### src/rtl/vscale_ext_int_ctrl.sv
// vscale_ext_int_ctrl: external interrupt controller for the CSR file's
// external-interrupt vector. It synchronises raw request lines and applies
// per-source edge or level capture. It masks each source with ENABLE and
// tracks claim/complete through a small register port. It drives one
// registered interrupt level per source.
//
// Register port handshake: req_valid marks a one-cycle request that is
// always accepted (there is no ready signal and no backpressure). Exactly
// one cycle later resp_valid pulses for one cycle. In that cycle resp_rdata
// holds the read data (0 for writes) and resp_err flags an unmapped address.
// A synchronous reset in the request cycle discards the response.
//
// Register map (word offsets; address bits [1:0] ignored):
//   0x00 PENDING   read; write-1-to-clear for edge-mode sources
//   0x04 ENABLE    read/write
//   0x08 EDGE      read/write, 1 = rising-edge capture, 0 = level
//   0x0C CLAIM     read claims the lowest eligible source (id = index+1),
//                  write completes source id wdata[4:0]
//   0x10 INSERVICE read-only
module vscale_ext_int_ctrl #(
  parameter int N_SRC  = 24,
  parameter int ADDR_W = 8
) (
  input  logic              clk,
  input  logic              reset,
  input  logic [N_SRC-1:0]  irq_raw,
  input  logic              req_valid,
  input  logic              req_we,
  input  logic [ADDR_W-1:0] req_addr,
  input  logic [31:0]       req_wdata,
  output logic              resp_valid,
  output logic [31:0]       resp_rdata,
  output logic              resp_err,
  output logic [N_SRC-1:0]  ext_interrupts
);

  localparam int WORD_W = ADDR_W - 2;

  localparam logic [WORD_W-1:0] REG_PENDING   = WORD_W'(0);
  localparam logic [WORD_W-1:0] REG_ENABLE    = WORD_W'(1);
  localparam logic [WORD_W-1:0] REG_EDGE      = WORD_W'(2);
  localparam logic [WORD_W-1:0] REG_CLAIM     = WORD_W'(3);
  localparam logic [WORD_W-1:0] REG_INSERVICE = WORD_W'(4);

  // Synchroniser and edge detection
  logic [N_SRC-1:0] sync_s1;
  logic [N_SRC-1:0] sync_s2;
  logic [N_SRC-1:0] sync_prev;
  logic [N_SRC-1:0] rise;

  // Per-source state
  logic [N_SRC-1:0] edge_flop;
  logic [N_SRC-1:0] enable_q;
  logic [N_SRC-1:0] edge_q;
  logic [N_SRC-1:0] in_service;

  // Derived per-source views
  logic [N_SRC-1:0] pending;
  logic [N_SRC-1:0] eligible;
  logic [N_SRC-1:0] edge_next;
  logic [N_SRC-1:0] pend_clr;
  logic [N_SRC-1:0] claim_onehot;
  logic [N_SRC-1:0] complete_onehot;
  logic [4:0]       claim_id;

  // Request decode
  logic [WORD_W-1:0] req_word;
  logic [N_SRC-1:0]  wdata_src;
  logic              addr_mapped;
  logic              wr_pending;
  logic              wr_enable;
  logic              wr_edge;
  logic              rd_claim;
  logic              wr_claim;
  logic [31:0]       rd_data;

  // Address low bits and wdata bits above the source field carry no meaning.
  logic unused_bits;
  assign unused_bits = ^{req_addr[1:0], req_wdata};

  assign req_word    = req_addr[ADDR_W-1:2];
  assign wdata_src   = req_wdata[N_SRC-1:0];
  assign addr_mapped = (req_word <= REG_INSERVICE);

  assign wr_pending = req_valid &  req_we & (req_word == REG_PENDING);
  assign wr_enable  = req_valid &  req_we & (req_word == REG_ENABLE);
  assign wr_edge    = req_valid &  req_we & (req_word == REG_EDGE);
  assign rd_claim   = req_valid & ~req_we & (req_word == REG_CLAIM);
  assign wr_claim   = req_valid &  req_we & (req_word == REG_CLAIM);

  // Two-flop synchroniser per line plus a delayed copy for rise detection.
  always_ff @(posedge clk) begin
    if (reset) begin
      sync_s1   <= '0;
      sync_s2   <= '0;
      sync_prev <= '0;
    end else begin
      sync_s1   <= irq_raw;
      sync_s2   <= sync_s1;
      sync_prev <= sync_s2;
    end
  end

  assign rise = sync_s2 & ~sync_prev;

  // Edge sources report the sticky flop and a rise in progress, so edge and
  // level sources share the same 3-cycle path to ext_interrupts. Level
  // sources report the synchronised line directly.
  assign pending  = (edge_q & (edge_flop | rise)) | (~edge_q & sync_s2);
  assign eligible = pending & enable_q & ~in_service;

  // Lowest eligible source wins the claim; 0 means nothing is eligible.
  always_comb begin
    claim_id = '0;
    for (int i = N_SRC - 1; i >= 0; i--) begin
      if (eligible[i]) begin
        claim_id = 5'(i + 1);
      end
    end
  end

  // Decode a claim read and a complete write into per-source strobes.
  // Ids of 0 or above N_SRC match no source and are silently ignored.
  always_comb begin
    claim_onehot    = '0;
    complete_onehot = '0;
    for (int i = 0; i < N_SRC; i++) begin
      claim_onehot[i]    = rd_claim & (claim_id == 5'(i + 1));
      complete_onehot[i] = wr_claim & (req_wdata[4:0] == 5'(i + 1));
    end
  end

  // Sticky-flop clear sources and the EDGE value that will hold next cycle.
  always_comb begin
    pend_clr  = claim_onehot;
    if (wr_pending) begin
      pend_clr = pend_clr | wdata_src;
    end
    edge_next = wr_edge ? wdata_src : edge_q;
  end

  // Edge-capture flops: a rise beats a same-cycle clear. A source that is
  // (or is becoming) level mode holds its flop at 0, which also discards
  // captured state when EDGE goes from 1 to 0.
  always_ff @(posedge clk) begin
    if (reset) begin
      edge_flop <= '0;
    end else begin
      edge_flop <= edge_next & ((edge_flop & ~pend_clr) | rise);
    end
  end

  // ENABLE and EDGE configuration registers.
  always_ff @(posedge clk) begin
    if (reset) begin
      enable_q <= '0;
      edge_q   <= '0;
    end else begin
      if (wr_enable) begin
        enable_q <= wdata_src;
      end
      edge_q <= edge_next;
    end
  end

  // In-service tracking: a claim sets the claimed source and a complete
  // clears the named one. Both cannot happen in the same request.
  always_ff @(posedge clk) begin
    if (reset) begin
      in_service <= '0;
    end else begin
      in_service <= (in_service | claim_onehot) & ~complete_onehot;
    end
  end

  // Registered interrupt levels towards the CSR file.
  always_ff @(posedge clk) begin
    if (reset) begin
      ext_interrupts <= '0;
    end else begin
      ext_interrupts <= eligible;
    end
  end

  // Read data mux; values reflect state before this request's updates.
  always_comb begin
    rd_data = '0;
    case (req_word)
      REG_PENDING:   rd_data[N_SRC-1:0] = pending;
      REG_ENABLE:    rd_data[N_SRC-1:0] = enable_q;
      REG_EDGE:      rd_data[N_SRC-1:0] = edge_q;
      REG_CLAIM:     rd_data[4:0]       = claim_id;
      REG_INSERVICE: rd_data[N_SRC-1:0] = in_service;
      default:       rd_data            = '0;
    endcase
  end

  // Response stage: one cycle after every request, reset discards it.
  always_ff @(posedge clk) begin
    if (reset) begin
      resp_valid <= 1'b0;
      resp_rdata <= '0;
      resp_err   <= 1'b0;
    end else begin
      resp_valid <= req_valid;
      resp_rdata <= (req_valid & ~req_we & addr_mapped) ? rd_data : '0;
      resp_err   <= req_valid & ~addr_mapped;
    end
  end

endmodule

### config.mk
export PLATFORM = sky130hd
export DESIGN_NAME = vscale_ext_int_ctrl
export DESIGN_NICKNAME = d
export VERILOG_FILES = /design/src/rtl/vscale_ext_int_ctrl.sv
export SDC_FILE = /design/constraint.sdc
export NUM_CORES = 1
export LEC_CHECK = 0
export CORE_MARGIN = 5
export CORE_UTILIZATION = 49
export DETAILED_ROUTE_END_ITERATION = 8
export HOLD_SLACK_MARGIN = 0.06
export MAX_ROUTING_LAYER = met4
export PLACE_DENSITY_LB_ADDON = 0.25
export REMOVE_ABC_BUFFERS = 1
export SLEW_MARGIN = 20
export SYNTH_ARGS = -nofsm -noshare
export SYNTH_HDL_FRONTEND = slang
export SYNTH_SLANG_ARGS = --single-unit
### constraint.sdc
create_clock -name clk -period 6.6 [get_ports clk]
set_input_delay 0.99 -clock clk [delete_from_list [all_inputs] [get_ports clk]]
set_output_delay 0.99 -clock clk [all_outputs]
set_load 0.1 [all_outputs]
==> results.json, run 1 <==
{
  "slowest_stage": "nor3b_2",
  "skew_ns": 0.0126,
  "tns_ns": 0,
  "finalMaxSlewViolations": 0,
  "async_flop_share": 0,
  "ff2ff_setup_slack_ns": 3.23,
  "cp_top_family": "simple AND/OR/NAND/NOR gates",
  "crit_buf_inv": 1,
  "io_buffers": 107,
  "reg2regPathDepth": 8,
  "layout_common_cells": "dfxtp_1, nor2_1, nor2b_1, clkdlybuf4s50_1, nand2_1",
  "htree_num_levels": 1,
  "die_h_um": 146,
  "grt_pass1_wl_mm": 38.7,
  "drtIter0Drc": 535,
  "dp_hpwl_mm": 16.2,
  "pwr-share-comb": 0.051,
  "cts_hold_buf": 0,
  "tightest_slew_ns": 1.11,
  "timing.critical_path.to_type": "flop",
  "num-nets-final": 1157,
  "p_seq_frac": 0.486,
  "ys.flop_type": "dfxtp_1",
  "powerDensity_nw_per_um2": 249,
  "crit_end": "edge_flop[21]",
  "setup_viol": 0,
  "num_rows": 49,
  "drt_pass1_iterations": 5,
  "cts_root_buf": "clkbuf_16",
  "clock_path_buffers": 3,
  "io_pins": 126,
  "cp.depth": 8,
  "p_clk_frac": 0.464,
  "slowest_delay_ns": 0.68,
  "layout-drive-gt1-share": 0.0734,
  "grt.total_usage": 0.227,
  "initial_core_util": 0.502,
  "p_sw_frac": 0.216,
  "arrival_ns": 4.03,
  "diodes": 0,
  "synth_area_um2": 9110,
  "slew_headroom": 0.259,
  "fill_cells": 1573,
  "p_int_mw": 2.17,
  "synth_edf_count": 0,
  "antenna_left": 0,
  "rsz0062_at_grt": "false",
  "synth.avg_cell_area_um2": 9.16,
  "synth-seq-cells": 218,
  "clk_pin_slew_ns": 0.06,
  "maxCapViolations": 0,
  "ys_types": 65,
  "yosysWarnings": 0,
  "dp_cells": 1293,
  "vias": 7595,
  "worstPathCellList": "clkdlybuf4s50_1 > or3_1 > or3_4 > nor3b_4 > nand3_4 > nor3b_2 > and2_1 > a31oi_1",
  "finalCritPeriodShare": 0.555,
  "cts_sinks": 218,
  "cp_max_fo": 13,
  "routed_wirelength_mm": 24.1,
  "antenna_found_initial": 0,
  "grt_pass1_vias": 7165,
  "ys_seq_area_frac": 0.479,
  "grt_max_degree": 85,
  "switching_power_mw": 0.597,
  "p_leak_nw": 4.10,
  "drc_errors": 0,
  "r2r_start": "edge_q[11]",
  "fin_cells": 1333,
  "place.gp.congestion": 0.962,
  "critical_path_class": "in -> reg",
  "core_um2": 18100,
  "fmax_mhz": 273,
  "cts_resized": 0,
  "min_path_type": "reg -> reg",
  "layout.cells.most_common": "dfxtp_1",
  "wl_per_cell_um": 18.1,
  "grt.overflow.total": 0,
  "cp-start-kind": "primary input",
  "ir_drop_v": 0.000200,
  "finalCriticalPeriod_ns": 3.66,
  "cts_buffers": 23,
  "status": "finished, final reports clean",
  "die_area_um2": 21400,
  "vias_per_cell": 5.70,
  "area_growth_pct": 21.7,
  "cts_tree": "yes",
  "post-cts-setup-buffer-count": 0,
  "synth_cells": 995,
  "hold_viol": 0,
  "clk_latency_ns": 0.51,
  "cp_data_required_time_ns": 6.97,
  "setup.worst_path.start": "req_addr[5]",
  "die_x_um": 146,
  "rr_endpoint": "in_service[18]"
}
[kinds of logic (layout without fill, tap and decap cells)]
group                  count (synthesis)  after routing  synth area share
other                                  1              8          0.000412
multiplexers                          48             48            0.0527
AND/OR/NAND/NOR                      403            403             0.237
flip-flops                           218            218             0.479
AO/OA/AOI/OAI                        263            263             0.200
buffers and inverters                 62            164            0.0316
[flip-flops by register name, summed over array words and instances, names as in the netlist]
name	flops
resp_err	1
sync_s2	24
sync_prev	24
edge_q	24
ext_interrupts	24
resp_rdata	24
sync_s1	24
enable_q	24
in_service	24
resp_valid	1
edge_flop	24
[layout make-up]
class / count / area, µm² / share of cell area
inverters: 4 / 15.0 / 0.00135
clock buffers: 34 / 667 / 0.0602
multi-input cells: 722 / 4500 / 0.406
clock inverters: 6 / 83.8 / 0.00756
repair buffers: 120 / 1170 / 0.106
flip-flops and latches: 218 / 4360 / 0.394
well taps: 229 / 287 / 0.0258
[metrics by stage]
step                      total power, mW  utilization  area (µm²)  worst slack, ns  hold slack [ns]
after floorplan                      1.43            -        8860             2.55            0.414
after global placement               1.51        0.569       10300             2.45            0.416
after detailed placement             1.51        0.569       10300             2.40            0.421
after CTS                            2.79        0.611       11100             2.94            0.435
after global routing                 2.85        0.611       11100             2.82            0.456
final                                2.76        0.611       11100             2.94            0.432
[how the worst min path moves through the flow]
stage / depth (start not counted) / from / slack [ns] / to
5_1_grt: 1 / sync_s1[5] / 0.46 / sync_s2[5]
4_1_cts: 1 / sync_s1[6] / 0.43 / sync_s2[6]
3_5_place_dp: 1 / sync_s1[6] / 0.42 / sync_s2[6]
3_3_place_gp: 1 / sync_s1[4] / 0.42 / sync_s2[4]
6_report: 1 / sync_s1[6] / 0.43 / sync_s2[6]
2_1_floorplan: 1 / sync_s1[0] / 0.41 / sync_s2[0]
[power by group through the flow]
stage	registers (mW)	clock network, mW	logic (mW)
after floorplan	1.37	0	0.0602
after global placement	1.37	0	0.138
after detailed placement	1.37	0	0.139
after CTS	1.34	1.31	0.139
after global routing	1.34	1.35	0.150
final	1.34	1.28	0.140
[synthesized netlist by cell type, types with 4 or more instances]
cell type / instances / area (µm²)
buf_2: 8 / 40.0
a21bo_2: 4 / 40.0
nor3b_2: 5 / 62.6
a21boi_0: 30 / 225
a211oi_1: 5 / 37.5
a21o_1: 12 / 90.1
a22oi_1: 10 / 75.1
buf_4: 10 / 75.1
o21ba_2: 6 / 60.1
nor2b_1: 108 / 676
o21a_1: 10 / 75.1
nand2_1: 72 / 270
and3_1: 4 / 25.0
a21oi_1: 45 / 225
a211o_1: 13 / 114
clkbuf_1: 36 / 135
nand3_1: 9 / 45.0
and4_1: 4 / 35.0
and2_1: 27 / 169
nor2_1: 116 / 435
a31oi_1: 20 / 125
nand2b_1: 17 / 106
mux2i_1: 48 / 480
o21ai_1: 7 / 35.0
o211a_1: 6 / 60.1
dfxtp_1: 218 / 4360
nor3_1: 16 / 80.1
a221oi_1: 20 / 175
o21ai_0: 53 / 265
[per-layer routing]
| layer | GRT usage | wire length [µm] | up-vias | share of wire |
|---|---|---|---|---|
| met1 | 0.307 | 10900 | 3587 | 0.45 |
| li1 | - | - | 3662 | - |
| met5 | - | 0 | - | 0 |
| met4 | 0.0649 | 551 | 0 | 0.023 |
| met2 | 0.354 | 10900 | 299 | 0.45 |
| met3 | 0.0378 | 1830 | 47 | 0.076 |
(Power assumes the default switching activity.)
==> run 2: changes to the inputs <==
==> constraint.sdc (replaced) <==
create_clock -name clk -period 3.16 [get_ports clk]
set_input_delay 0.474 -clock clk [delete_from_list [all_inputs] [get_ports clk]]
set_output_delay 0.474 -clock clk [all_outputs]
set_load 0.1 [all_outputs]
==> run 2 against run 1 <==
Effect of this change: setup slack worse by 2.7 ns; clock skew is 0.0045 ns lower; largest power group is now clock; highest routed layer unchanged; sequential share of layout area is 1.1 points lower; critical endpoint is now edge_flop[1].
==> results.json, run 2 (synthesis gave the netlist of run 1 again) <==
{
  "grt.overflow.total": 0,
  "clk_pin_slew_ns": 0.06,
  "layout_common_cells": "dfxtp_1, nor2_1, nor2b_1, buf_4, nand2_1",
  "die_area_um2": 21400,
  "arrival_ns": 3.28,
  "layout-drive-gt1-share": 0.149,
  "vias_per_cell": 5.64,
  "finalCriticalPeriod_ns": 2.93,
  "postPlaceCellArea_um2": 10600,
  "cts_buffers": 23,
  "cts_root_buf": "clkbuf_16",
  "hold_viol": 0,
  "post-cts-setup-buffer-count": 0,
  "tightest_slew_ns": 0.965,
  "rsz0062_at_grt": "false",
  "die_x_um": 146,
  "ir_drop_v": 0.000459,
  "io_buffers": 107,
  "cts_hold_buf": 0,
  "maxCapViolations": 0,
  "cp_data_required_time_ns": 3.51,
  "die_h_um": 146,
  "grt_pass1_wl_mm": 39.7,
  "p_leak_nw": 4.44,
  "grt_max_degree": 65,
  "grt.total_usage": 0.234,
  "wl_per_cell_um": 18.2,
  "clock_path_buffers": 3,
  "place.gp.congestion": 1.00,
  "num_rows": 49,
  "vias": 7760,
  "drt_pass1_iterations": 5,
  "skew_ns": 0.00809,
  "initial_core_util": 0.502,
  "layout.cells.most_common": "dfxtp_1",
  "diodes": 0,
  "critical_path_class": "reg -> reg",
  "grt_pass1_vias": 7401,
  "area_growth_pct": 25.0,
  "cts_resized": 0,
  "status": "finished, final reports clean",
  "min_path_type": "in -> reg",
  "cts_tree": "yes",
  "timing.critical_path.to_type": "flop",
  "clk_latency_ns": 0.51,
  "finalMaxSlewViolations": 0,
  "fmax_mhz": 341,
  "cp_max_fo": 12,
  "routed_wirelength_mm": 25.1,
  "antenna_left": 0,
  "antenna_found_initial": 0,
  "fill_cells": 1554,
  "setup_viol": 0,
  "core_um2": 18100,
  "cp-start-kind": "flop",
  "ff2ff_setup_slack_ns": 0.23,
  "slew_headroom": 0.355,
  "drc_errors": 0,
  "fin_total_pwr_mw": 5.92,
  "design_area_um2": 11400,
  "dp_hpwl_mm": 17.7,
  "finalCritPeriodShare": 0.928,
  "num-nets-final": 1201,
  "drtIter0Drc": 517,
  "cts_sinks": 218,
  "htree_num_levels": 1,
  "io_pins": 126,
  "powerDensity_nw_per_um2": 520
}
[run 2: changes by cell type in the layout (fill, tap and decap cells not counted)]
cell / delta
inv_6: -1
nor4_2: -1
clkdlybuf4s50_1: -44
bufinv_16: +1
clkinvlp_4: +1
clkbuf_8: +3
buf_12: +3
nor4_1: +1
buf_4: +85
clkinv_2: -1
clkbuf_1: -3
[run 2: stage by stage]
stage          cells  setup TNS [ns]  hold slack [ns]  worst slack (ns)  utilization
4_1_cts         1377               0            0.300             0.346        0.628
2_1_floorplan    944          -13.62            0.414            -0.371            -
6_report        1377               0            0.307             0.226        0.628
3_5_place_dp    1337               0            0.422            0.0675        0.583
5_1_grt         1377               0            0.314             0.120        0.628
3_3_place_gp    1337               0            0.416            0.0990        0.583
[run 2: routing by layer]
layer / vias up / part of all wire / GRT usage / routed length, µm
met5: - / 0 / - / 0
met4: 0 / 0.020 / 0.0673 / 511
met3: 46 / 0.063 / 0.0332 / 1590
met2: 248 / 0.47 / 0.384 / 11800
met1: 3691 / 0.44 / 0.303 / 11200
li1: 3775 / - / - / -
[run 2: critical path, cell delays in order (launching register included)]
cell and delay, ns:
dfxtp_1 0.34, a21boi_0 0.31, o21ai_0 0.20, o21ai_0 0.51
a311oi_1 0.18, a211oi_1 0.44, a21o_1 0.63, a31oi_1 0.17
[run 2: cell type report]
cell class / instances / area, µm² / area share
multi-input combinational: 722 / 4490 / 0.394
clock buffer: 34 / 697 / 0.0612
sequential: 218 / 4360 / 0.383
timing repair buffer: 164 / 1430 / 0.125
inverter: 4 / 15.0 / 0.00132
tap: 229 / 287 / 0.0252
clock inverter: 6 / 108 / 0.00945
[run 2: power by group]
group	total (mW)	internal, mW	switching [mW]
clock network	2.82	1.76	1.05
logic	0.301	0.123	0.178
registers	2.80	2.79	0.0160
[run 2: worst paths after layout]
check / start / to / cells past startpoint
hold / removal: reset / enable_q[5] / 2
hold reg to reg: sync_s1[17] / sync_s2[17] / 1
setup reg to reg: sync_s2[5] / edge_flop[1] / 7
setup / recovery: sync_s2[5] / edge_flop[1] / 7
==> run 3: changes to the inputs <==
==> constraint.sdc (replaced) <==
create_clock -name clk -period 3.5 [get_ports clk]
set_input_delay 0.525 -clock clk [delete_from_list [all_inputs] [get_ports clk]]
set_output_delay 0.525 -clock clk [all_outputs]
set_load 0.1 [all_outputs]
==> run 3 against run 2 <==
Effect of this change: cell count decreased by 1.2%; combinational power decreased by 11%; core utilization decreased by 0.45 points; design area decreased by 0.71%; register-to-register slack improved by 0.30 ns; critical path type unchanged; setup slack improved by 0.30 ns; fmax decreased by 1.5%; largest cell class unchanged.
==> results.json, run 3 (synthesis gave the netlist of run 1 again) <==
{
  "slew_headroom": 0.332,
  "fin_cells": 1361,
  "clk_pin_slew_ns": 0.07,
  "worstHoldStart": "reset",
  "grt_max_degree": 74,
  "p_sw_frac": 0.218,
  "grt.overflow.total": 0,
  "cts_tree": "yes",
  "grt_pass1_vias": 7294,
  "vias_per_cell": 5.64,
  "drt_pass1_iterations": 5,
  "fmax_mhz": 336,
  "io_pins": 126,
  "initial_core_util": 0.502,
  "cp_top_family": "compound AO/OA/AOI/OAI gates",
  "p_int_mw": 4.11,
  "cts_resized": 0,
  "critical_path_class": "reg -> reg",
  "num_rows": 49,
  "fin_total_pwr_mw": 5.26,
  "hold-path-cell-count": 2,
  "cts_sinks": 218,
  "finalMaxSlewViolations": 0,
  "drtIter0Drc": 570,
  "io_buffers": 107,
  "maxCapViolations": 0,
  "p_leak_nw": 4.24,
  "ff2ff_setup_slack_ns": 0.52,
  "vias": 7673,
  "layout.cells.most_common": "dfxtp_1",
  "dp_hpwl_mm": 17.1,
  "min_path_type": "in -> reg",
  "setup_viol": 0,
  "routed_wirelength_mm": 24.6,
  "antenna_found_initial": 0,
  "core_um2": 18100,
  "grt_pass1_wl_mm": 39.4,
  "dp_cells": 1319,
  "rsz0062_at_grt": "false",
  "p_seq_frac": 0.481,
  "p_clk_frac": 0.468,
  "grt.total_usage": 0.231,
  "antenna_left": 0,
  "post-cts-setup-buffer-count": 0,
  "status": "finished, final reports clean",
  "clock_path_buffers": 3,
  "die_area_um2": 21400,
  "cts_buffers": 23,
  "clk_latency_ns": 0.51,
  "pwr-share-comb": 0.051,
  "die_x_um": 146,
  "layout_common_cells": "dfxtp_1, nor2_1, nor2b_1, clkdlybuf4s50_1, nand2_1",
  "fin_ws_ns": 0.523,
  "hold_path_end": "edge_q[4]",
  "worstPathCellList": "a21boi_0 > o21ai_0 > o21ai_0 > a311oi_1 > a211oi_1 > a21o_1 > a31oi_1",
  "fill_cells": 1585,
  "arrival_ns": 3.33,
  "ir_drop_v": 0.000393,
  "powerDensity_nw_per_um2": 465,
  "switching_power_mw": 1.15,
  "slowest_delay_ns": 0.65,
  "cp_common_cell": "o21ai_0",
  "cts_hold_buf": 0,
  "preCtsSetupSlack_ns": 0.297,
  "cts_root_buf": "clkbuf_16",
  "finalCriticalPeriod_ns": 2.98,
  "hold_viol": 0,
  "wl_per_cell_um": 18.1,
  "timing.critical_path.to_type": "flop",
  "cp_max_fo": 12,
  "slowest_stage": "a21o_1",
  "die_h_um": 146,
  "tns_ns": 0,
  "htree_num_levels": 1,
  "tightest_slew_ns": 0.999,
  "diodes": 0,
  "layout-drive-gt1-share": 0.0963,
  "area_growth_pct": 24.1,
  "cp-start-kind": "flop",
  "whs_ns": 0.336,
  "place.gp.congestion": 0.993,
  "num-nets-final": 1183,
  "reg2regPathDepth": 7,
  "drc_errors": 0,
  "crit_buf_inv": 0,
  "rr_endpoint": "edge_flop[1]",
  "skew_ns": 0.0122,
  "finalCritPeriodShare": 0.851,
  "cp_data_required_time_ns": 3.85,
  "r2r_start": "sync_s2[5]"
}
## run 3: cell types whose count changed in the layout (fill, tap and decap cells not counted)
cell             change
clkbuf_8             -2
buf_12               -2
clkbuf_1             +2
clkdlybuf4s50_1     +44
clkinv_2             +2
buf_4               -60
inv_6                +1
bufinv_16            -1
## run 3: final cells by class
class | instances | area (µm²) | area share
clock buffers | 34 | 677 | 0.0599
clock inverters | 8 | 96.3 | 0.00852
inverters | 4 | 15.0 | 0.00133
multi-input cells | 722 | 4490 | 0.397
flip-flops and latches | 218 | 4360 | 0.386
well taps | 229 | 287 | 0.0253
repair buffers | 146 | 1380 | 0.122
## run 3: how the worst max path moves through the flow
stage                           start             to  slack, ns  cells past startpoint
after detailed placement  req_addr[5]  edge_flop[21]       0.30                      9
after floorplan           req_addr[5]    enable_q[0]      -0.08                      5
final                      sync_s2[5]   edge_flop[1]       0.52                      7
after CTS                   edge_q[5]  in_service[5]       0.61                      7
after global routing       sync_s2[5]   edge_flop[1]       0.34                      7
after global placement    req_addr[5]  edge_flop[21]       0.32                      9
## run 3: stage by stage
stage                util  area, µm²
detailed placement  0.581      10500
finish              0.623      11300
global placement    0.581      10500
CTS                 0.623      11300
global route        0.623      11300
floorplan               -       8860
## run 3: power groups by stage
stage	clock network, mW	logic, mW	registers (mW)
after floorplan	0	0.113	2.59
after global placement	0	0.264	2.59
after detailed placement	0	0.265	2.59
after CTS	2.51	0.267	2.53
after global routing	2.61	0.287	2.53
final	2.46	0.267	2.53
## run 3: worst register-to-register path, stage by stage (launching register included)
cell and delay (ns):
dfxtp_1 0.33, a21boi_0 0.30, o21ai_0 0.29, o21ai_0 0.49
a311oi_1 0.17, a211oi_1 0.41, a21o_1 0.65, a31oi_1 0.17
## run 3: metal layers
metal  share of wire  track usage
met5               0            -
met4           0.022       0.0466
met3           0.067       0.0378
met2            0.46        0.370
met1            0.45        0.312
